<file path="src/rtl/pll_reconfig_ctrl.sv">
// Dynamic-reconfiguration sequencer for the ms72xx PLL: shadow registers,
// config validation, commit to dyn_* outputs, reset pulse, lock wait with retry.
module pll_reconfig_ctrl #(
  parameter int unsigned RST_CYCLES   = 16,
  parameter int unsigned LOCK_TIMEOUT = 65535,
  parameter int unsigned LOCK_STABLE  = 64,
  parameter int unsigned MAX_RETRY    = 3
) (
  input  logic        clk_i,
  input  logic        rst_i,
  input  logic        wr_en_i,
  input  logic [4:0]  wr_addr_i,
  input  logic [12:0] wr_data_i,
  input  logic        apply_req_i,
  input  logic        pll_lock_i,
  output logic        pll_rst_o,
  output logic [9:0]  dyn_idiv_o,
  output logic [9:0]  dyn_fdiv_o,
  output logic [49:0] dyn_odiv_o,
  output logic [49:0] dyn_duty_o,
  output logic [64:0] dyn_phase_o,
  output logic        busy_o,
  output logic        done_o,
  output logic        err_o,
  output logic [1:0]  err_code_o,
  output logic        locked_o,
  output logic        lock_lost_o
);

  localparam int unsigned MaxA     = (RST_CYCLES > LOCK_TIMEOUT) ? RST_CYCLES : LOCK_TIMEOUT;
  localparam int unsigned MaxB     = (LOCK_STABLE > MAX_RETRY) ? LOCK_STABLE : MAX_RETRY;
  localparam int unsigned MaxParam = (MaxA > MaxB) ? MaxA : MaxB;
  localparam int unsigned CntW     = $clog2(MaxParam) + 1;

  localparam logic [CntW-1:0] RstLast     = CntW'(RST_CYCLES - 1);
  localparam logic [CntW-1:0] TimeoutLast = CntW'(LOCK_TIMEOUT - 1);
  localparam logic [CntW-1:0] StableLast  = CntW'(LOCK_STABLE - 1);
  localparam logic [CntW-1:0] RetryLast   = CntW'(MAX_RETRY - 1);

  localparam logic [9:0]  DefIdiv  = 10'd2;
  localparam logic [9:0]  DefFdiv  = 10'd32;
  localparam logic [9:0]  DefOdiv  = 10'd100;
  localparam logic [9:0]  DefDuty  = 10'd100;
  localparam logic [12:0] DefPhase = 13'd16;

  typedef enum logic [2:0] {
    StIdle, StCheck, StReset, StWaitLock, StStable, StDone, StFail
  } state_e;

  state_e state_q;

  logic [1:0]       sync_q;
  logic             lock_s;
  logic [9:0]       sh_idiv_q, sh_fdiv_q;
  logic [4:0][9:0]  sh_odiv_q, sh_duty_q;
  logic [4:0][12:0] sh_phase_q;
  logic [9:0]       dyn_idiv_q, dyn_fdiv_q;
  logic [4:0][9:0]  dyn_odiv_q, dyn_duty_q;
  logic [4:0][12:0] dyn_phase_q;
  logic [CntW-1:0]  cnt_q, retry_cnt_q;
  logic             pll_rst_q, busy_q, done_q, err_q, locked_q, lock_lost_q;
  logic [1:0]       err_code_q;
  logic             cfg_ok;

  assign lock_s = sync_q[1];

  // Two-flop synchronizer for the asynchronous PLL lock.
  always_ff @(posedge clk_i) begin
    if (rst_i) sync_q <= 2'b00;
    else       sync_q <= {sync_q[0], pll_lock_i};
  end

  // Shadow register file; writes land in any state.
  always_ff @(posedge clk_i) begin
    if (rst_i) begin
      sh_idiv_q  <= DefIdiv;
      sh_fdiv_q  <= DefFdiv;
      sh_odiv_q  <= {5{DefOdiv}};
      sh_duty_q  <= {5{DefDuty}};
      sh_phase_q <= {5{DefPhase}};
    end else if (wr_en_i) begin
      if (wr_addr_i == 5'd0) sh_idiv_q <= wr_data_i[9:0];
      if (wr_addr_i == 5'd1) sh_fdiv_q <= wr_data_i[9:0];
      for (int i = 0; i < 5; i++) begin
        if (wr_addr_i == 5'(2 + i))  sh_odiv_q[i]  <= wr_data_i[9:0];
        if (wr_addr_i == 5'(7 + i))  sh_duty_q[i]  <= wr_data_i[9:0];
        if (wr_addr_i == 5'(12 + i)) sh_phase_q[i] <= wr_data_i;
      end
    end
  end

  // Shadow set is valid when no divider/duty is zero and every duty < 2*odiv.
  always_comb begin
    cfg_ok = (sh_idiv_q != '0) && (sh_fdiv_q != '0);
    for (int i = 0; i < 5; i++) begin
      if ((sh_odiv_q[i] == '0) || (sh_duty_q[i] == '0) ||
          ({1'b0, sh_duty_q[i]} >= {sh_odiv_q[i], 1'b0})) begin
        cfg_ok = 1'b0;
      end
    end
  end

  // Sequencer FSM with registered outputs; cnt_q is shared by RESET, WAIT_LOCK and STABLE.
  always_ff @(posedge clk_i) begin
    if (rst_i) begin
      state_q     <= StIdle;
      cnt_q       <= '0;
      retry_cnt_q <= '0;
      pll_rst_q   <= 1'b0;
      busy_q      <= 1'b0;
      done_q      <= 1'b0;
      err_q       <= 1'b0;
      err_code_q  <= 2'd0;
      locked_q    <= 1'b0;
      lock_lost_q <= 1'b0;
      dyn_idiv_q  <= DefIdiv;
      dyn_fdiv_q  <= DefFdiv;
      dyn_odiv_q  <= {5{DefOdiv}};
      dyn_duty_q  <= {5{DefDuty}};
      dyn_phase_q <= {5{DefPhase}};
    end else begin
      done_q <= 1'b0;
      err_q  <= 1'b0;
      unique case (state_q)
        StIdle: begin
          if (apply_req_i) begin
            state_q     <= StCheck;
            busy_q      <= 1'b1;
            retry_cnt_q <= '0;
            err_code_q  <= 2'd0;
            lock_lost_q <= 1'b0;
            locked_q    <= 1'b0;
          end else if (locked_q && !lock_s) begin
            locked_q    <= 1'b0;
            lock_lost_q <= 1'b1;
          end
        end
        StCheck: begin
          if (!cfg_ok) begin
            err_q      <= 1'b1;
            err_code_q <= 2'd1;
            busy_q     <= 1'b0;
            state_q    <= StIdle;
          end else begin
            dyn_idiv_q  <= sh_idiv_q;
            dyn_fdiv_q  <= sh_fdiv_q;
            dyn_odiv_q  <= sh_odiv_q;
            dyn_duty_q  <= sh_duty_q;
            dyn_phase_q <= sh_phase_q;
            pll_rst_q   <= 1'b1;
            cnt_q       <= '0;
            state_q     <= StReset;
          end
        end
        StReset: begin
          if (cnt_q == RstLast) begin
            pll_rst_q <= 1'b0;
            cnt_q     <= '0;
            state_q   <= StWaitLock;
          end else begin
            cnt_q <= cnt_q + 1'b1;
          end
        end
        StWaitLock: begin
          if (lock_s) begin
            // The lock_s cycle seen here is the first of the stable run.
            if (LOCK_STABLE <= 1) begin
              done_q   <= 1'b1;
              locked_q <= 1'b1;
              state_q  <= StDone;
            end else begin
              cnt_q   <= CntW'(1);
              state_q <= StStable;
            end
          end else if (cnt_q == TimeoutLast) begin
            if (retry_cnt_q < RetryLast) begin
              retry_cnt_q <= retry_cnt_q + 1'b1;
              pll_rst_q   <= 1'b1;
              cnt_q       <= '0;
              state_q     <= StReset;
            end else begin
              err_q      <= 1'b1;
              err_code_q <= 2'd2;
              state_q    <= StFail;
            end
          end else begin
            cnt_q <= cnt_q + 1'b1;
          end
        end
        StStable: begin
          // A dropout restarts the lock wait without consuming a retry.
          if (!lock_s) begin
            cnt_q   <= '0;
            state_q <= StWaitLock;
          end else if (cnt_q == StableLast) begin
            done_q   <= 1'b1;
            locked_q <= 1'b1;
            state_q  <= StDone;
          end else begin
            cnt_q <= cnt_q + 1'b1;
          end
        end
        StDone: begin
          busy_q  <= 1'b0;
          state_q <= StIdle;
        end
        StFail: begin
          busy_q  <= 1'b0;
          state_q <= StIdle;
        end
        default: state_q <= StIdle;
      endcase
    end
  end

  assign pll_rst_o   = pll_rst_q;
  assign dyn_idiv_o  = dyn_idiv_q;
  assign dyn_fdiv_o  = dyn_fdiv_q;
  assign dyn_odiv_o  = dyn_odiv_q;
  assign dyn_duty_o  = dyn_duty_q;
  assign dyn_phase_o = dyn_phase_q;
  assign busy_o      = busy_q;
  assign done_o      = done_q;
  assign err_o       = err_q;
  assign err_code_o  = err_code_q;
  assign locked_o    = locked_q;
  assign lock_lost_o = lock_lost_q;

endmodule
</file>
<file path="config.mk">
export PLATFORM = sky130hd
export DESIGN_NAME = pll_reconfig_ctrl
export DESIGN_NICKNAME = d
export VERILOG_FILES = /design/src/rtl/pll_reconfig_ctrl.sv
export SDC_FILE = /design/constraint.sdc
export NUM_CORES = 1
export LEC_CHECK = 0
export CORE_UTILIZATION = 30
export CTS_CLUSTER_SIZE = 20
export DETAILED_ROUTE_END_ITERATION = 12
export GPL_ROUTABILITY_DRIVEN = 0
export PLACE_DENSITY_LB_ADDON = 0.1
export SYNTH_ARGS = -nofsm -noshare
export SYNTH_HDL_FRONTEND = slang
export SYNTH_SLANG_ARGS = --single-unit
</file>
<file path="constraint.sdc">
create_clock -name clk_i -period 3.5 [get_ports clk_i]
set_clock_uncertainty 0.05 [all_clocks]
set_input_delay 0.525 -clock clk_i [delete_from_list [all_inputs] [get_ports clk_i]]
set_output_delay 0.525 -clock clk_i [all_outputs]
set_load 0.01 [all_outputs]
</file>
==> metrics.md, run 1 <==
| Metric | Value |
|---|---|
| Result of the run | `finished clean` |
| Area of the die | `0.0577 sq mm` |
| Reported leakage power | `0.00830 uW` |
| Worst R2R Setup Slack | `0.22 ns` |
| Data arrival at the endpoint of the critical path | `3.71 ns` |
| Sum of routed wire length over all layers | `54.4 mm` |
| Data required time of the worst path | `3.93 ns` |
| # hold bufs at CTS | `0` |
| Capture instance of the worst register-to-register path | `dyn_phase_o[4]` |
| Number of cells traversed by the worst register-to-register path | `12` |
| TNS Setup | `0 ns` |
| Wire length of the first global-routing pass | `83.5 mm` |
| Maximum clock path buffer count | `3` |
| Cell family contributing the most delay on the critical path | `simple AND/OR/NAND/NOR gates` |
| Syn avg cell area | `8.88 sq um` |
| Number of max-cap violations | `0` |
| Maximum number of pins on one net before global-route repair | `126` |
| Async set-reset flop share out of synthesis | `0%` |
| Net total in the final layout | `2187` |
| Peak fanout along the critical path | `21` |
| Total number of H-tree levels | `2` |
| Hold Violations, Final | `0` |
| Floorplan Core Area | `0.0556 sq mm` |
| Clock latency on the worst-skew pair | `0.59 ns` |
| Yosys synthesis warning count | `0` |
| Cell area after technology mapping | `0.0170 sq mm` |
| Residual DRC count | `0` |
| Post-detailed-route via-to-cell ratio | `4.85` |
| Detail Route Antenna Nets | `0` |
| Count of vias placed by the detailed router | `14060` |
| Largest voltage drop on the vdd net | `0.000345 V` |
| Worst hold path endpoint | `dyn_odiv_o[24]` |
| Number of placement rows | `86` |
| Count of flip-flops with a built-in enable after synthesis | `0` |
| Tightest Pin Transition | `1.01 ns` |
| Synth Instances | `1919` |
| Power density over the cells | `591 mW/mm^2` |
| Area growth from synthesis to layout | `27.5%` |
| Flip-flop cell with the highest count after synthesis | `sky130_fd_sc_hd__dfxtp_1` |
| Initial DRC count | `838` |
| Average wire per cell in the routed design | `18.8 um` |
| Critical Path Source Type | `flop` |
| Total clock sinks | `417` |
| All-Layer GR Usage | `18.8%` |
| Library cell contributing the largest single delay on the critical path | `sky130_fd_sc_hd__or4b_4` |
| Peak Freq | `0.305 GHz` |
| Length of the first detailed-routing pass in iterations | `7` |
| Clock tree from TritonCTS | `done` |
| Net count of the mapped netlist | `1990` |
| IO Pins | `216` |
| Top library cells by usage in the layout, fill and taps aside | `sky130_fd_sc_hd__dfxtp_1, sky130_fd_sc_hd__nand2_1, sky130_fd_sc_hd__nor2_1, sky130_fd_sc_hd__clkdlybuf4s50_1, sky130_fd_sc_hd__mux2i_1` |
| Headroom to the max-slew limit | `32.7%` |
| Flip-flop and latch count after synthesis | `417` |
| Final setup viols | `0` |
| Clock transition at the register clock pins on the worst setup and hold paths after CTS | `0.06 ns` |
| List of cells traversed by the critical path | `inv_1 -> ha_1 -> a21o_1 -> a21oi_1 -> nor2b_1 -> o311a_1 -> or4b_4 -> nor3_4 -> buf_12 -> buf_12 -> nor2b_1 -> a211o_1` |
| Share of post-route cells with drive strength above 1 | `6.37%` |
| Die extent in y | `240 um` |
| Number of distinct library cells after synthesis | `62` |
| Congestion Overflow GR | `0` |
| Delay of the slowest cell on the worst path | `0.57 ns` |
| Crit share post-route | `93.7%` |
| Final slew viol count | `0` |
| Leading cell type in the layout, fill and taps excluded | `sky130_fd_sc_hd__dfxtp_1` |
| Endpoint kind of the worst setup timing path | `flop` |
| Horizontal extent of the die | `240 um` |
| Class of the tightest hold or removal check | `primary input to flop` |
| Total clock buffers created by CTS | `50` |
| Clk root buf | `sky130_fd_sc_hd__clkbuf_16` |
| WS Path Type | `flop to flop` |
| Shortest clock period the worst path allows after layout | `3.28 ns` |
| Starting density of the core | `30.6%` |
| Detailed Place HPWL | `36.8 mm` |
| Initial antenna violation count | `4` |
| Worst path bufs/invs | `3` |
| RR Startpoint | `sh_odiv_q[33]` |
| Overall Power | `12800 uW` |
| Via count of the first global-routing pass | `13871` |
| Worst hold start | `rst_i` |
| Sequential-to-total area share from yosys stat | `49.0%` |
| Worst hold path stage count | `2` |
| Buffers added on ports | `215` |
flip-flops by register name (all words and copies together), names as in the netlist, 2 cells and up:
register	cells
dyn_fdiv_o	10
sync_q	2
cnt_q	17
sh_duty_q	50
sh_phase_q	65
dyn_odiv_o	50
sh_fdiv_q	10
state_q	3
retry_cnt_q	17
dyn_duty_o	50
sh_odiv_q	50
err_code_o	2
sh_idiv_q	10
dyn_phase_o	65
dyn_idiv_o	10
synth_stat cells (all sizes together), types with 14 or more instances:
library cell  count  area (sq um)
ha               48           601
buf              29           221
nand2           288          1080
nand4            17           106
inv              68           255
a21oi           157           790
mux2i           184          1840
and3             19           119
nor4             32           200
nand2b           14          87.6
nor2b            45           282
nor3             14          81.3
a31oi            14          87.6
dfxtp           417          8350
clkbuf           92           345
nand3b           25           188
nor2            261           980
nand3            46           230
a211o            51           447
report_power, final:
part | total [uW] | internal, uW | leakage, uW | switching [uW]
Sequential | 5150 | 4960 | 0.00337 | 185
Combinational | 2690 | 1250 | 0.00415 | 1430
Clock | 5010 | 2970 | 0.000779 | 2040
Total | 12800 | 9190 | 0.00830 | 3660
how the worst max path moves through the flow:
| stage | startpoint | slack [ns] | cells past startpoint | end |
|---|---|---|---|---|
| finish | sh_odiv_q[33] | 0.22 | 12 | dyn_phase_o[4] |
| global route | sh_odiv_q[4] | -0.04 | 12 | dyn_phase_o[4] |
| CTS | sh_odiv_q[4] | 0.04 | 12 | dyn_phase_o[4] |
| detailed placement | sh_odiv_q[4] | 0.06 | 12 | dyn_phase_o[4] |
| global placement | sh_odiv_q[4] | 0.11 | 12 | dyn_phase_o[30] |
| floorplan | sh_odiv_q[33] | 0.56 | 12 | dyn_fdiv_o[1] |
cells by family (layout without fill, tap and decap cells):
logic type,after synthesis,in the layout,synth area share (%)
buf+inv,189,420,4.83
simple gates,798,798,21.3
xor+xnor,2,2,0.103
mux,184,184,10.8
fa+ha+maj,48,48,3.53
flops,417,417,49.0
compound gates,281,281,10.4
other cells,0,1,0
routing by layer:
metal | global-route usage (%) | wire (um) | vias to the layer above
li1 | - | - | 6976
met4 | 5.23 | 1170 | 8
met2 | 31.0 | 25600 | 266
met1 | 24.5 | 24900 | 6723
met5 | 0 | 42 | -
met3 | 4.12 | 2740 | 87
stage by stage:
step	cell area, sq um	setup WS, ns	cells	util [%]	hold WS [ns]
after CTS	21700	0.0443	2896	39.0	0.274
after global placement	20100	0.113	2810	36.1	0.389
after floorplan	17000	0.564	1919	-	0.364
after global routing	21700	-0.0356	2898	39.0	0.317
final	21700	0.219	2899	39.0	0.306
after detailed placement	20100	0.0592	2810	36.1	0.380
layout make-up:
cell class,count,area [sq um]
tap,748,936
sequential,417,8350
antenna,1,2.50
timing repair buffer,266,2720
clock inverter,11,109
multi-input combinational,1313,7870
inverter,68,255
fill,5662,33900
clock buffer,75,1480
what timing repair did:
action                                  CTS  global route
endpoints found under the setup margin    0           174
setup buffers                             0             1
hold endpoints to repair                  0             0
gates resized for setup                   0             1
Power figures use the tool's default switching activity.
==> inputs of run 2 (changes only) <==
--- a/config.mk
+++ b/config.mk
@@ -6,7 +6,6 @@
 export NUM_CORES = 1
 export LEC_CHECK = 0
 export CORE_UTILIZATION = 30
-export CTS_CLUSTER_SIZE = 20
 export DETAILED_ROUTE_END_ITERATION = 12
 export GPL_ROUTABILITY_DRIVEN = 0
 export PLACE_DENSITY_LB_ADDON = 0.1
==> results of run 2 <==
Final layout, timing and power as in run 1 (identical DEF).
==> patch: new RTL, flow settings as in run 1 <==
`RST_CYCLES`: 16 -> 8.
--- a/src/rtl/pll_reconfig_ctrl.sv
+++ b/src/rtl/pll_reconfig_ctrl.sv
@@ -2,5 +2,5 @@
 // config validation, commit to dyn_* outputs, reset pulse, lock wait with retry.
 module pll_reconfig_ctrl #(
-  parameter int unsigned RST_CYCLES   = 16,
+  parameter int unsigned RST_CYCLES   = 8,
   parameter int unsigned LOCK_TIMEOUT = 65535,
   parameter int unsigned LOCK_STABLE  = 64,
Function: not settled (the Yosys comparison gave no result); the edit may change what the design does.
==> patch against run 1 <==
  * Cell area shrank 1.4%
  * Count of clock-buffer cells in the layout shrank 1
  * Worst hold slack gained 0.072 ns
  * Sequential cell count is the same
  * Setup slack gained 0.071 ns
  * Routed wire length grew 5.8%
  * Area after synthesis shrank 1.8%
  * Critical path depth grew 1
Power is not compared: it rests on default switching activity, and its combinational part moved more than twofold at a synthesized area within 25%.
==> patch: results (changes against run 1) <==
The logs give 87.6 mm (+4.9%) for the global-route wire length before repair and 0.000292 V for the largest vdd supply drop. The run gives 26.6 mm (+4.0%) as the wire length on met2. The net count of the mapped netlist is 2171 (+9.1%).

The total routing resource utilization after global routing was 0.200 (+0.0125). The number of buffers created by CTS is 48 (-4.0%). The async set-or-reset flop fraction in the synthesized netlist is 0 (unchanged), and the number of buffers inserted by port buffering is 215 (unchanged).

After synthesis, the most frequently instantiated cells are sky130_fd_sc_hd__nand2_1 (592), sky130_fd_sc_hd__dfxtp_1 (417), sky130_fd_sc_hd__a21oi_1 (299). For the post-detailed-placement half-perimeter wirelength, the log shows 39.1 mm (+6.1%). The routed metal-1 wirelength came out at 26.7 mm (+7.5%). The via count of the first global-routing pass is 14400 (+3.8%).

In this run the worst setup path begins at sh_odiv_q[41]$_SDFFE_PP0P_. The register-to-register setup slack came out at 0.29 ns (+0.07 ns). The number of vias per cell after detailed routing was 4.89 (+0.84%). The leading register cell type out of synthesis is sky130_fd_sc_hd__dfxtp_1. For the arrival time at the worst endpoint, the log shows 3.63 ns (-0.08 ns). The tools report the number of standard cells in the layout, taps in and fillers out as 3068 (+5.8%).

The detailed router's first-iteration violation count is 973 (+16%), and the worst relative slew slack is 0.390 (+0.0625). For the number of H-tree levels, the log shows 2 (unchanged). The top metal layer carrying routed signals was met5. The number of filler cells placed in the layout was 5713 (+0.90%); the fraction of layout instances using a drive strength above 1 was 0.0634 (-0.000332). The clock latency at the later pin of the worst-skew pair came out at 0.59 ns (about the same). Summed over all cells, the static leakage comes to 7.73 nW. The tightest min-delay check is of the input port to register type. The tools report the end of the worst register-to-register path as dyn_odiv_o[12]$_SDFFE_PP1P_. The run gives 2981 (+6.1%) as the count of placed standard cells including taps.

The tools report the sequential fraction of the synthesis area as 0.499 (+0.00920). The clock input transition at the sequential cells of the worst setup and hold paths is 0.06 ns (about the same), and the average wire per standard cell is 18.8 µm (about the same). The run gives 2354 (+7.6%) as the count of nets after finishing.

The run finished with clean final reports. The tools report the endpoint kind of the worst setup timing path as a register. The placed cell area is 19800 µm² (-1.5%). The length in cells of the worst reg-to-reg path was 13 (+1). The pin count of the biggest net entering global routing was 159 (+26%); the post-route core utilization was 0.389 (-0.00171).

Mean instance size in the synthesized netlist: 7.96 µm² (-10%). The maximum number of buffers from clock root to sink is 3 (unchanged). The run gives 3.24 mm (+18%) as the amount of wire on met3 after detailed routing. The cell at the root of the clock tree is sky130_fd_sc_hd__clkbuf_16.

The distinct cell type count after synthesis is 58 (-6.5%). The logs give 0 (unchanged) for the total setup buffers inserted after CTS and 0 (unchanged) for the count of warnings emitted by yosys. By area the synthesized netlist is led by sky130_fd_sc_hd__dfxtp_1 (50%), sky130_fd_sc_hd__nand2_1 (13%), sky130_fd_sc_hd__a21oi_1 (8.9%), sky130_fd_sc_hd__ha_1 (3.6%), sky130_fd_sc_hd__nor2_1 (3.1%).

The initial antenna violation count is 5 (+1). The detailed-router iteration count before antenna repair is 5 (-2). The top fanout value on the critical path works out to 49 (+130%).
[patch: cell types whose count changed after synthesis, sizes merged, moves of 38 or more]
cell   delta
nand2   +304
a211o    -38
a21oi   +142
nor3     +72
mux2i   -147
nor2    -124
[patch: cell type report]
cell class,count,share of cell area
Tap cell,748,0.0437
Multi-Input combinational cell,1480,0.355
Sequential cell,417,0.390
Inverter,66,0.0116
Clock inverter,12,0.00596
Clock buffer,74,0.0692
Antenna cell,1,0.000117
Timing Repair Buffer,270,0.125
[patch: worst max-delay path: stages (launching register included)]
cell and delay, ns:
sky130_fd_sc_hd__dfxtp_1 0.38, sky130_fd_sc_hd__inv_1 0.07, sky130_fd_sc_hd__ha_1 0.29, sky130_fd_sc_hd__o211ai_1 0.16
sky130_fd_sc_hd__a31oi_1 0.06, sky130_fd_sc_hd__o41ai_1 0.45, sky130_fd_sc_hd__buf_4 0.19, sky130_fd_sc_hd__o211ai_1 0.09
sky130_fd_sc_hd__and3b_1 0.34, sky130_fd_sc_hd__nand3_4 0.22, sky130_fd_sc_hd__buf_12 0.26, sky130_fd_sc_hd__nor3_1 0.29
sky130_fd_sc_hd__buf_4 0.17, sky130_fd_sc_hd__nor2_1 0.03
[patch: through the flow]
step	hold WS [ns]	total power, W	setup WS (ns)
floorplan	0.364	0.00562	1.07
global placement	0.387	0.00607	0.163
detailed placement	0.390	0.00607	0.140
CTS	0.357	0.0112	0.0735
global route	0.396	0.0115	0.0708
finish	0.379	0.0111	0.290
[patch: worst min path at each step]
stage,startpoint,to,slack [ns],cells after the start
after floorplan,sync_q[0]$_SDFF_PP0_,sync_q[1]$_SDFF_PP0_,0.36,1
after global placement,sh_phase_q[41]$_SDFFE_PP0P_,dyn_phase_o[41]$_SDFFE_PP0P_,0.39,2
after detailed placement,sync_q[0]$_SDFF_PP0_,sync_q[1]$_SDFF_PP0_,0.39,1
after CTS,rst_i,dyn_phase_o[56]$_SDFFE_PP1P_,0.36,3
after global routing,rst_i,dyn_phase_o[56]$_SDFFE_PP1P_,0.40,3
final,rst_i,dyn_phase_o[56]$_SDFFE_PP1P_,0.38,3
[patch: what timing repair did]
item,CTS,global route
hold endpoints to repair,0,0
resized for setup,0,1
setup endpoints to repair,0,21
[patch: routing by layer]
metal	vias to the layer above	global-route usage
met5	-	0
met4	8	0.0488
met3	68	0.0420
met2	352	0.323
met1	7121	0.271
li1	7455	-
[patch: where the power goes]
part	total, W	internal, W	switching (W)
registers	0.00486	0.00480	0.0000622
logic	0.00110	0.000318	0.000781
clock network	0.00510	0.00305	0.00205
total	0.0111	0.00817	0.00289
[patch: cells by family after synthesis]
logic type,Yosys count,synth area share
simple gates,996,0.259
flops,417,0.499
compound gates,396,0.134
buf+inv,203,0.0482
fa+ha+maj,48,0.0359
mux,37,0.0221
xor+xnor,3,0.00157
